<file path="src/rtl/expr_eval_if.sv">
// Character-stream bus for expr_eval: the source drives in/in_valid, the evaluator
// returns out/value/ovf. A character is transferred on any rising edge with in_valid=1.
interface expr_eval_if #(
    parameter int W = 32
);
    logic [7:0]   in;
    logic         in_valid;
    logic         out;
    logic [W-1:0] value;
    logic         ovf;

    modport master (output in, output in_valid, input out, input value, input ovf);
    modport slave  (input in, input in_valid, output out, output value, output ovf);
endinterface

</file>
<file path="src/rtl/expr_eval.sv">
// Evaluates "d(+|*)d..." single-digit expressions on an ASCII stream, '*' before '+'.
// Define EXPR_OVF_EN to build the sticky wrap-around detector driving ovf.
module expr_eval #(
    parameter int W = 32
) (
    input  logic       clk,
    input  logic       clr,
    expr_eval_if.slave bus,
    output logic [2:0] state_dbg
);
    typedef enum logic [2:0] {
        EMPTY   = 3'd0,
        NUM     = 3'd1,
        OP_ADD  = 3'd2,
        OP_MUL  = 3'd3,
        INVALID = 3'd4
    } state_t;

    state_t       state;
    logic [W-1:0] sum;
    logic [W-1:0] term;
    logic         is_digit;
    logic [3:0]   d;

    assign is_digit  = (bus.in >= 8'h30) && (bus.in <= 8'h39);
    // For '0'..'9' the low nibble of the ASCII code is the digit itself.
    assign d         = bus.in[3:0];
    assign state_dbg = state;

`ifdef EXPR_OVF_EN
    // Widened results: bit W (or bits W+3:W) carry the overflow information.
    logic [W:0]   add_st;
    logic [W+3:0] mul_t;
    logic [W:0]   fin_add;
    logic [W:0]   fin_mul;
    assign add_st  = {1'b0, sum} + {1'b0, term};
    assign mul_t   = {4'b0, term} * {{W{1'b0}}, d};
    assign fin_add = {1'b0, sum} + {{(W-3){1'b0}}, d};
    assign fin_mul = {1'b0, sum} + {1'b0, mul_t[W-1:0]};
`else
    logic [W-1:0] add_st;
    logic [W-1:0] mul_t;
    logic [W-1:0] fin_add;
    logic [W-1:0] fin_mul;
    assign add_st  = sum + term;
    assign mul_t   = term * W'(d);
    assign fin_add = sum + W'(d);
    assign fin_mul = sum + mul_t;
    assign bus.ovf = 1'b0;
`endif

    // out/value are registered alongside the state so they change only on a consumed character.
    always_ff @(posedge clk) begin
        if (clr) begin
            state     <= EMPTY;
            sum       <= '0;
            term      <= '0;
            bus.out   <= 1'b0;
            bus.value <= '0;
`ifdef EXPR_OVF_EN
            bus.ovf   <= 1'b0;
`endif
        end else if (bus.in_valid) begin
            bus.out   <= 1'b0;
            bus.value <= '0;
            case (state)
                EMPTY: begin
                    if (is_digit) begin
                        state     <= NUM;
                        sum       <= '0;
                        term      <= W'(d);
                        bus.out   <= 1'b1;
                        bus.value <= W'(d);
                    end else begin
                        state <= INVALID;
                    end
                end
                NUM: begin
                    if (bus.in == 8'h2B) begin
                        state <= OP_ADD;
                        sum   <= add_st[W-1:0];
`ifdef EXPR_OVF_EN
                        if (add_st[W]) bus.ovf <= 1'b1;
`endif
                    end else if (bus.in == 8'h2A) begin
                        state <= OP_MUL;
                    end else begin
                        state <= INVALID;
                    end
                end
                OP_ADD: begin
                    if (is_digit) begin
                        state     <= NUM;
                        term      <= W'(d);
                        bus.out   <= 1'b1;
                        bus.value <= fin_add[W-1:0];
`ifdef EXPR_OVF_EN
                        if (fin_add[W]) bus.ovf <= 1'b1;
`endif
                    end else begin
                        state <= INVALID;
                    end
                end
                OP_MUL: begin
                    if (is_digit) begin
                        state     <= NUM;
                        term      <= mul_t[W-1:0];
                        bus.out   <= 1'b1;
                        bus.value <= fin_mul[W-1:0];
`ifdef EXPR_OVF_EN
                        if ((|mul_t[W+3:W]) || fin_mul[W]) bus.ovf <= 1'b1;
`endif
                    end else begin
                        state <= INVALID;
                    end
                end
                default: state <= INVALID;
            endcase
        end
    end
endmodule

</file>
<file path="src/flat_wrapper.sv">
// flat-port wrapper written by rule: the top's interface ports become plain ports
module expr_eval_flat 
#(
    parameter int W = 32
)
  (clk, clr, state_dbg, bus_in, bus_in_valid, bus_out, bus_value, bus_ovf);
  expr_eval_if #(.W(W)) bus_i ();
  input  logic clk;
  input  logic clr;
  output logic [2:0] state_dbg;
  input wire logic [$bits(bus_i.in)-1:0] bus_in;
  input wire logic [$bits(bus_i.in_valid)-1:0] bus_in_valid;
  output wire logic [$bits(bus_i.out)-1:0] bus_out;
  output wire logic [$bits(bus_i.value)-1:0] bus_value;
  output wire logic [$bits(bus_i.ovf)-1:0] bus_ovf;
  assign bus_i.in = bus_in;
  assign bus_i.in_valid = bus_in_valid;
  assign bus_out = bus_i.out;
  assign bus_value = bus_i.value;
  assign bus_ovf = bus_i.ovf;
  expr_eval #(.W(W)) u_core (.clk(clk), .clr(clr), .bus(bus_i), .state_dbg(state_dbg));
endmodule
</file>
<file path="config.mk">
export PLATFORM = sky130hd
export DESIGN_NAME = expr_eval_flat
export DESIGN_NICKNAME = d
export VERILOG_FILES = /design/src/rtl/expr_eval_if.sv /design/src/rtl/expr_eval.sv /design/src/flat_wrapper.sv
export SDC_FILE = /design/constraint.sdc
export NUM_CORES = 1
export LEC_CHECK = 0
export CAP_MARGIN = 25
export CORE_ASPECT_RATIO = 0.75
export CORE_UTILIZATION = 35
export CTS_CLUSTER_DIAMETER = 40
export CTS_CLUSTER_SIZE = 25
export DETAILED_ROUTE_END_ITERATION = 8
export PLACE_DENSITY = 0.52
export SLEW_MARGIN = 25
export SYNTH_ARGS = -nofsm -noshare
export SYNTH_HDL_FRONTEND = slang
export SYNTH_SLANG_ARGS = --single-unit
</file>
<file path="constraint.sdc">
create_clock -name clk -period 6.8 [get_ports clk]
set_clock_uncertainty 0.15 [all_clocks]
set_input_delay 1.36 -clock clk [delete_from_list [all_inputs] [get_ports clk]]
set_output_delay 1.36 -clock clk [all_outputs]
set_load 0.05 [all_outputs]
</file>
==> Word level (Yosys, flattened, before mapping) <==
Cells that the tools add are included.
W data, S select, Z words.
{ "totals": {"wordCells": 44, "register_bits": 100} }
{ "classes": {"muxes": 16, "multipliers": 1, "addsub": 3, "n_lt_le_gt_ge": 2, "n_eq_ne": 9, "n_reduce_logical": 8} }
{ "op_table": {"columns": ["cell", "n"], "rows": [
  ["$mux W32", 6],
  ["$pmux W32 S2", 2],
  ["$pmux W32 S3", 1],
  ["$add A32 B32 Y32", 2],
  ["$add A32 B4 Y32", 1],
  ["$mul A32 B4 Y32", 1],
  ["$eq A8 B6 Y1 const B", 2],
  ["$mux W3", 3],
  ["$ge A8 B6 Y1 const B", 1],
  ["$le A8 B6 Y1 const B", 1],
  ["$ne A2 B1 Y1 const B", 4],
  ["$reduce_and A4 Y1", 2],
  ["$eq A3 B2 Y1 const B", 2],
  ["$pmux W3 S2", 1],
  ["$mux W4", 1],
  ["$reduce_bool A2 Y1", 2],
  ["$eq A3 B1 Y1 const B", 1],
  ["$logic_not A3 Y1", 1],
  ["$reduce_or A3 Y1", 1],
  ["$mux W1", 2],
  ["$reduce_or A2 Y1", 1],
  ["$logic_and A1 B1 Y1", 1]
]} }

==> Depth between registers and ports, before layout <==
Gate-level depths: netlist of the first run.
{ "logic_depth": {"ltp_word": 4, "depth_mapped": 28, "depth_no_buf": 25} }

==> Least setup slack after synthesis of the first run <==
Ideal clock, no wire load.
{ "synth_path": {"kind": "input to register", "start": "input port bus_in[3]", "end": "register u_core.bus.value[29]", "path_buffers": 3, "required_time_ns": 6.513, "stages": 28, "path_slack_ns": -0.062, "arrival_ns": 6.575, "setup_ns": 0.137, "path_cell_list": "clkbuf_1 clkbuf_1 and2_1 fa_1 inv_1 fa_1 inv_1 ha_1 nor2b_1 o21a_1 o21ai_0 a211oi_1 o31a_1 a21o_1 a21oi_1 xnor2_1 ha_1 clkbuf_1 nand2_1 nor2_1 a211oi_1 a31oi_4 a31oi_4 o21a_4 o21bai_4 and4b_1 o31ai_1 a221oi_2"} }
{ "synth_via": {"elab_chain_cells": 4} }
{ "synth_rtl": {"columns": ["item", "line", "source"], "rows": [
  ["from (decl)", "flat_wrapper.sv:11", "input wire logic [$bits(bus_i.in)-1:0] bus_in;"],
  ["$mul A32 B4 Y32, or another cell as far along", "expr_eval.sv:46", "assign mul_t = term * W'(d);"],
  ["$add A32 B32 Y32 / $logic_and A1 B1 Y1 (equally long branches)", "expr_eval.sv:48, expr_eval.sv:25", null],
  ["$mux W32 (on tied branches)", "expr_eval.sv:105, expr_eval.sv:92", null],
  ["$pmux W32 S3 *", "expr_eval.sv:66", "case (state)"],
  ["to (signal assigned)", "expr_eval.sv:73", "bus.value <= W'(d);"],
  ["to (signal assigned)", "expr_eval.sv:96", "bus.value <= fin_add[W-1:0];"],
  ["to (signal assigned)", "expr_eval.sv:109", "bus.value <= fin_mul[W-1:0];"],
  ["to (decl)", "expr_eval_if.sv:13", "modport slave (input in, input in_valid, output out, output value, output ovf);"]
]} }
Every way passes the cells marked *; elsewhere a longest branch is shown, timed or not.
A chain may end at the register's enable or synchronous reset.

==> Worst setup path after layout of the first run <==
{ "layout_path": {"start": "input port bus_in[1]", "end": "register u_core.bus.value[27]"} }
The elaborated chain is that of the path after synthesis.

==> summary.md, run 1 <==
The run finished, with violations left. The final reports fail on design-rule violations. For this configuration, the core starts out at a cell density of 36.0%.

The cell area that synthesis handed to floorplanning was 11000 µm². The critical path startpoint category was an input pin. Among all flip-flop cells after synthesis, the most frequent one is dfxtp_1. Fraction of final layout cells with drive strength greater than 1: 16.5%. After detailed routing, the total wire length is 37400 µm. The run gives 100 as the clock sink count. The wire-length estimate of the detail-placed layout is 29500 µm. For the number of cells produced by synthesis, the log shows 1403. At the end of routability-driven placement, the weighted congestion stood at 0.935. Yosys mapped the design onto 77 distinct sky130hd cell types. The share of async-settable or async-resettable flops after synthesis is 0%, and the number of stages on the worst hold path is 2. For the number of max-slew violations in the final report, the log shows 0. The worst path uses 97.1% of the clock period. TritonCTS built the clock tree. The I/O pin total is 48.

The tools report the final hold violation count as 0. The total leakage power was 6.29 nW. The tools report the row count as 55.

At the later pin of the worst-skew pair, clock insertion delay measures 0.36 ns. Type of the worst min-delay path: register to register. The tools report the critical path arrival as 6.67 ns. Entering global routing, the biggest net connects 77 pins. The tools report the number of endpoints failing setup at the final stage as 0. The nature of the critical path endpoint was a register. The per-instance average area after synthesis is 7.83 µm².

Dividing the detail-routed wire length by the instance count gives 18.8 µm. Across every metal layer, demand over resource in global routing totals 23.7%. Headroom to the max-slew limit came out at 37.0%. The final antenna diode count was 0. The reported max-cap violation count was 0; the total global routing overflow was 0. The floorplan step set the die width to 207 µm.

The startpoint of the most critical register-to-register path is u_core.term[3]$_SDFFE_PP0P_. From bottom edge to top edge, the die measures 155 µm. The final route contains 10800 vias. The critical path in this run is classified as input pin to register. The largest total area in the synthesized netlist belongs to dfxtp_1. The via count of the first global-routing pass was 10000. Sequential area share after synthesis: 18.2%. Measured on the finished design, the core utilization comes to 44.6%. The tools report the core area as 30500 µm². The worst path required time was 6.86 ns; the number of enable-type register cells in the synthesized netlist was 0.

In this run the tool buffered the top-level ports with 46 buffer cells. The tools report the critical register-to-register path endpoint as u_core.bus.value[27]$_SDFFE_PP0P_. Setup repair after global routing left no endpoint under its margin. For the detailed-route DRC error count, the log shows 1.

In this run the most critical hold path is launched from u_core.bus.value[14]$_SDFFE_PP0P_. The path with the worst hold slack has its endpoint at u_core.bus.value[14]$_SDFFE_PP0P_. In this run the power density over the cells is 85.3 nW/µm². Setup total negative slack on the finished layout was measured at 0 ns.

VDD sags by at most 97.0 µV. Compared with the post-synthesis result, the final layout area differs by 23.9%. The die outline area is 32100 µm², and the routed via count divided by cell count is 5.41.

In this run the clock root is driven by a clkbuf_16. Measured in cells, the most critical reg-to-reg path has a length of 27. For the initial antenna violation count, the log shows 0.

The pre-antenna-repair detailed-routing pass consisted of 9 iterations. For the number of violations reported at the end of detailed-routing iteration 0, the log shows 902. The clock period could shrink to 6.60 ns. For the number of buffers created by CTS, the log shows 9. The clock transition time at the flip-flop clock pins of the worst setup and hold paths is 0.08 ns, and the highest clock frequency the design can meet is 151 MHz.

After synthesis, the cell types taking the most area are dfxtp_1 18%, ha_1 11%, fa_1 11%, xnor2_1 4.9%, and2_1 4.9%. The setup slack of the most critical reg-to-reg path was 0.97 ns. For this design, the slowest cell found on the critical path is fa_1.

For the synthesis warning total, the log shows 0. The most numerous cell type found on the critical path is buf_4. The largest incremental delay on the critical path was 0.55 ns. The top cell type's share of synthesized area works out to 18.2%.

For the pin with the worst max-slew slack, the measured transition is 0.942 ns. Of all nets on the critical path, the largest fanout is 6. For the number of routed nets with antenna violations, the log shows 0. The number of nets produced by synthesis is 1572, and the wire length of the first global-routing pass is 58200 µm. The synthesized flop and latch total is 100, and the maximum count of clock buffers along a single path is 2. The number of H-tree levels is 3, and the post-layout net count is 1756.
[state kept, by name (all words and copies together), names as in the netlist]
signal / flops
u_core.state_dbg: 3
u_core.bus.out: 1
u_core.sum: 32
u_core.bus.value: 32
u_core.term: 32
[timing repair]
action,in CTS,in global routing
resized for setup,22,56
endpoints found under the setup margin,19,17
cloned,0,0
pin swaps,5,21
hold buffers,0,0
setup buffers,1,5
[layer usage]
layer | global-route usage, % | part of all wire, % | vias up
li1 | - | - | 5276
met1 | 39.6 | 55 | 5177
met2 | 30.7 | 37 | 296
met3 | 3.75 | 6.6 | 21
met4 | 4.06 | 1.0 | 0
met5 | 0 | 0 | -
[critical path: cells and delay by family]
family / cells / cell delay [ns]
AO/OA/AOI/OAI: 12 / 2.31
XOR/XNOR: 1 / 0.14
AND/OR/NAND/NOR: 5 / 0.56
buffers and inverters: 6 / 0.67
adder cells (fa/ha/maj): 4 / 1.62
[worst max-delay path by stage]
| stage | slack [ns] | from | endpoint | cells after the start |
|---|---|---|---|---|
| CTS | -0.005 | bus_in[1] | u_core.bus.value[29]$_SDFFE_PP0P_ | 28 |
| finish | 0.20 | bus_in[1] | u_core.bus.value[27]$_SDFFE_PP0P_ | 28 |
| floorplan | 0.02 | bus_in[3] | u_core.bus.value[29]$_SDFFE_PP0P_ | 27 |
| global placement | -0.82 | bus_in[1] | u_core.bus.value[29]$_SDFFE_PP0P_ | 24 |
| global route | 0.005 | bus_in[1] | u_core.bus.value[27]$_SDFFE_PP0P_ | 28 |
| detailed placement | -0.91 | bus_in[1] | u_core.bus.value[31]$_SDFFE_PP0P_ | 27 |
[placed cells by master, fill, tap and decap left out, types with 22 or more instances in the layout]
| cell | count |
|---|---|
| a21o_1 | 38 |
| a21oi_1 | 77 |
| a22oi_1 | 60 |
| and2_1 | 85 |
| buf_4 | 173 |
| clkdlybuf4s50_1 | 41 |
| dfxtp_1 | 100 |
| fa_1 | 60 |
| ha_1 | 93 |
| inv_1 | 125 |
| nand2_1 | 127 |
| nand3_1 | 22 |
| nor2_1 | 136 |
| nor3_1 | 22 |
| o21ai_0 | 54 |
| xnor2_1 | 56 |
| xor2_1 | 39 |
[layout make-up]
cell class | instances | area, µm²
inverter | 127 | 477
sequential | 100 | 2000
fill | 3094 | 16900
clock buffer | 9 | 225
clock inverter | 6 | 40.0
multi-input combinational | 1126 | 8560
timing repair buffer | 223 | 1800
tap | 399 | 499
[through the flow]
step	power (mW)	worst slack (ns)	hold slack [ns]	instance area (µm²)	std cells
2_1_floorplan	0.635	0.0172	0.340	11000	1403
3_3_place_gp	0.668	-0.820	0.303	13100	1969
3_5_place_dp	0.669	-0.908	0.308	13100	1969
4_1_cts	1.17	-0.00538	0.318	13400	1985
5_1_grt	1.20	0.00475	0.341	13600	1990
6_report	1.16	0.195	0.314	13600	1990
[where the power goes]
group | switching, mW | internal (mW)
combinational | 0.0474 | 0.0211
clock | 0.256 | 0.248
sequential | 0.00199 | 0.586
[synth_stat cells (all sizes together) (3+ instances only)]
cell type / n
xnor2: 62
or2: 3
mux2i: 3
nor2b: 15
a222oi: 7
a21o: 38
o2bb2ai: 3
and2: 86
a32o: 8
dfxtp: 100
or3: 8
and4: 6
o22ai: 11
a31oi: 9
nor3b: 4
o31a: 5
a22oi: 60
a21oi: 84
or4: 3
nor3: 24
nand3b: 4
a41oi: 4
clkbuf: 48
xor2: 41
a211o: 6
a21boi: 6
o211ai: 3
o21ai: 69
a211oi: 15
o21a: 11
inv: 126
nand2b: 15
fa: 60
nand2: 127
nor2: 139
nand3: 23
nor4: 4
ha: 98
a221oi: 9
and3: 10
o21bai: 6
nand4: 11
[logic make-up after synthesis]
logic type / Yosys count / share of synthesized area, %
other: 1 / 0.0341
multiplexers: 3 / 0.273
XOR/XNOR: 103 / 8.21
buffers and inverters: 177 / 6.08
AND/OR/NAND/NOR: 488 / 21.7
AO/OA/AOI/OAI: 373 / 23.4
flip-flops: 100 / 18.2
adder cells (fa/ha/maj): 158 / 22.1
(Power assumes the default switching activity.)
==> run 2, diff against run 1 <==
--- a/config.mk
+++ b/config.mk
@@ -11,7 +11,7 @@
 export CTS_CLUSTER_DIAMETER = 40
 export CTS_CLUSTER_SIZE = 25
 export DETAILED_ROUTE_END_ITERATION = 8
-export PLACE_DENSITY = 0.52
+export PLACE_DENSITY = 0.6
 export SLEW_MARGIN = 25
 export SYNTH_ARGS = -nofsm -noshare
 export SYNTH_HDL_FRONTEND = slang
==> constraint.sdc (replaced) <==
create_clock -name clk -period 5.8 [get_ports clk]
set_clock_uncertainty 0.15 [all_clocks]
set_input_delay 1.16 -clock clk [delete_from_list [all_inputs] [get_ports clk]]
set_output_delay 1.16 -clock clk [all_outputs]
set_load 0.05 [all_outputs]
==> run 2 against run 1 <==
The flow finishes with violations (design-rule violations, negative setup slack). Utilization grew 4.5 points. Setup slack lost 0.72 ns. Via count grew 3.8%. Clock power grew 32%. First-iteration DRC count grew 9.2%. Non-clock buffer count grew 64. Sequential power grew 17%. Register-to-register slack lost 0.82 ns. Flip-flop and latch count is the same. Largest cell class unchanged. Largest power group unchanged. Highest routed layer unchanged.
==> summary.md, run 2 (synthesized netlist as in run 1, its figures left out) <==
The sum of buffers and inverters on the critical path is 5 (-1). The slew of the pin with the lowest slew margin was 1.03 ns (+0.0894 ns). In this run the clock root is driven by a clkbuf_16.

The clock transition time at the flip-flop clock pins of the worst setup and hold paths works out to 0.08 ns (about the same). The number of cells in the finished layout apart from fillers was 2055 (+3.3%); the fraction of final layout cells with drive strength greater than 1 was 25.6% (+9.1 points). The depth of the worst register-to-register path is 26 (-3.7%). The quantity of hold-fixing buffers added after cts came out at 0 (unchanged). The total global routing overflow is 0 (unchanged).

For hold timing, the worst endpoint is u_core.bus.value[4]$_SDFFE_PP0P_. The via count of the first global-routing pass is 10700 (+6.1%). For the maximum count of clock buffers along a single path, the log shows 2 (unchanged). The number of buffers created by CTS is 9 (unchanged).

Post-layout net count: 1820 (+3.6%). The tools report the pin count of the biggest net entering global routing as 49 (-36%). The final critical path takes up 109% of the cycle.

The routed via count divided by cell count works out to 5.44 (+0.53%). For the clock sink count, the log shows 100 (unchanged). The number of max-slew violations in the final report is 0 (unchanged), and the aggregate routed wire length is 38000 µm (+1.5%). The row count is 55 (unchanged), and the initial antenna violation count is 0 (unchanged). Final antenna diode count: 0 (unchanged). Nature of the critical path endpoint: a register.

The highest clock frequency the design can meet was 158 MHz; the detailed-route DRC error count was 1 (unchanged). The slack of the critical path is -0.526 ns (-0.722 ns), and the worst path required time is 5.86 ns (-1.00 ns). The starting density of the core was 36.0% (unchanged); the detailed placer's ending HPWL was 27700 µm (-6.0%). The detailed-route wire length per cell was 18.5 µm (-1.7%); the number of port buffers was 46 (unchanged). Largest voltage drop on the vdd net: 140 µV (+45%).

The logs give 11200 (+3.8%) for the via count and 0 (unchanged) for the final hold violation count. For the relative slew slack, the log shows 31.3% (-5.8 points). Setup repair after global routing could not meet its margin everywhere. The reported max-cap violation count is 0 (unchanged).

The shortest clock period the worst path allows after layout is 6.33 ns, and the number of placed cells counting well taps is 1998 (+1.5%). The logs give 23.6% (-0.16 points) for the overall fraction of global-route tracks in use and 0.36 ns (about the same) for the insertion delay to the later sink of the worst-skew pair. The total power consumption of the routed design was 1.45 mW (+25%). Standard cell with the maximum stage delay on the critical path: fa_1.

The number of H-tree levels was 3 (unchanged). For the wire length of the first global-routing pass, the log shows 59400 µm (+1.9%). The worst hold path begins at u_core.bus.value[4]$_SDFFE_PP0P_. The I/O pin total was 48 (unchanged); the total leakage power was 6.79 nW (+8.0%). The last weighted congestion value of the routability-driven placer came out at 0.871 (-6.8%).

TritonCTS built the clock tree. In the layout the commonest cells are 221 x buf_4, 131 x nor2_1, 121 x nand2_1. The startpoint of the most critical register-to-register path is u_core.term[3]$_SDFFE_PP0P_. The worst setup path is of the input pin to register kind. The path class of the tightest hold or removal check is register to register. The flow ran to the end, but the final reports show violations. For the first-pass detailed-route iteration total, the log shows 7 (-2). The worst register-to-register path ends at u_core.bus.value[31]$_SDFFE_PP0P_. The number of inserted filler cells in the final layout is 2835 (-8.4%), and the setup slack of the most critical reg-to-reg path is 0.15 ns (-0.82 ns). The number of stages on the worst hold path is 2 (unchanged). The most frequent cell on the critical path is o21ai_2.

The vertical die dimension works out to 155 µm (unchanged). Compared with the post-synthesis result, the final layout area differs by 36.4%. The logs give 18 (+18) for the number of endpoints failing setup at the final stage and 9220 µm² (+7.7%) for the multi-input gate area in the final layout. The kind of cell adding the most delay to the critical path was compound AO/OA/AOI/OAI gates. The number of violations reported at the end of detailed-routing iteration 0 was 985 (+9.2%). The largest registers in the layout are u_core.bus.value (32), u_core.sum (32), u_core.term (32). The run gives 0 (unchanged) as the number of routed nets with antenna violations.

The critical path startpoint category is an input pin. The die span in x was 207 µm (unchanged). The checks that failed: design-rule violations, negative setup slack. The combined flip-flop and latch cell area is 2000 µm² (unchanged), and the worst-path maximum fanout is 6 (unchanged). The most common library cell in the layout ignoring fill and taps is buf_4. The die outline area is 32100 µm² (unchanged), and the largest incremental delay on the critical path is 0.56 ns (about the same). The critical path arrival was 6.38 ns (-0.29 ns); the core area was 30500 µm² (unchanged). The total power density per cell area came out at 97.0 nW/µm² (+14%).
## run 2: cell type report
type	count	share of cell area, %
Inverter	127	3.18
Multi-Input combinational cell	1126	61.5
Sequential cell	100	13.4
Clock inverter	5	0.451
Tap cell	399	3.33
Timing Repair Buffer	287	16.6
Clock buffer	11	1.62
## run 2: stage by stage
stage	setup WS (ns)	cell area [µm²]	setup TNS (ns)	util, %	hold slack [ns]
floorplan	-0.389	11200	-1.77	-	0.340
finish	-0.526	15000	-5.30	49.2	0.317
global placement	-1.25	13500	-20.40	44.2	0.302
detailed placement	-1.40	13500	-22.40	44.2	0.311
CTS	-0.465	14500	-4.12	47.7	0.321
global route	-0.719	15000	-9.16	49.2	0.356
## run 2: worst max-delay path by stage
stage,from,end,slack (ns),depth (start not counted)
after floorplan,bus_in[3],u_core.bus.value[29]$_SDFFE_PP0P_,-0.39,27
after global placement,bus_in[1],u_core.bus.value[29]$_SDFFE_PP0P_,-1.25,27
after detailed placement,bus_in[1],u_core.bus.value[29]$_SDFFE_PP0P_,-1.40,27
after CTS,bus_in[3],u_core.bus.value[31]$_SDFFE_PP0P_,-0.47,28
after global routing,bus_in[3],u_core.bus.value[31]$_SDFFE_PP0P_,-0.72,31
final,bus_in[3],u_core.bus.value[31]$_SDFFE_PP0P_,-0.53,28
## run 2: power by group
group / internal [mW] / leakage [nW] / switching, mW
Sequential: 0.687 / 0.805 / 0.00212
Clock: 0.355 / 0.153 / 0.311
Combinational: 0.0400 / 5.83 / 0.0598
Total: 1.08 / 6.79 / 0.373
## run 2: tightest hold or removal path, stage by stage (launching register included)
cell	delay, ns
dfxtp_1	0.31
nand2_1	0.06
a21oi_1	0.05
## run 2: repair_timing
action / 4_1_cts / 5_1_grt
resized for setup: 103 / 75
buffers inserted: 23 / 14
pin swaps: 70 / 60
endpoints found under the setup margin: 22 / 21
cloned: 5 / 0
## run 2: metal layers
layer | share of wire (%) | track usage [%] | routed length (µm) | vias up
met4 | 1.3 | 5.32 | 510 | 0
met3 | 6.6 | 2.26 | 2510 | 28
met1 | 51 | 37.5 | 19200 | 5340
met5 | 0 | 0 | 0 | -
li1 | - | - | - | 5408
met2 | 41 | 33.4 | 15800 | 405
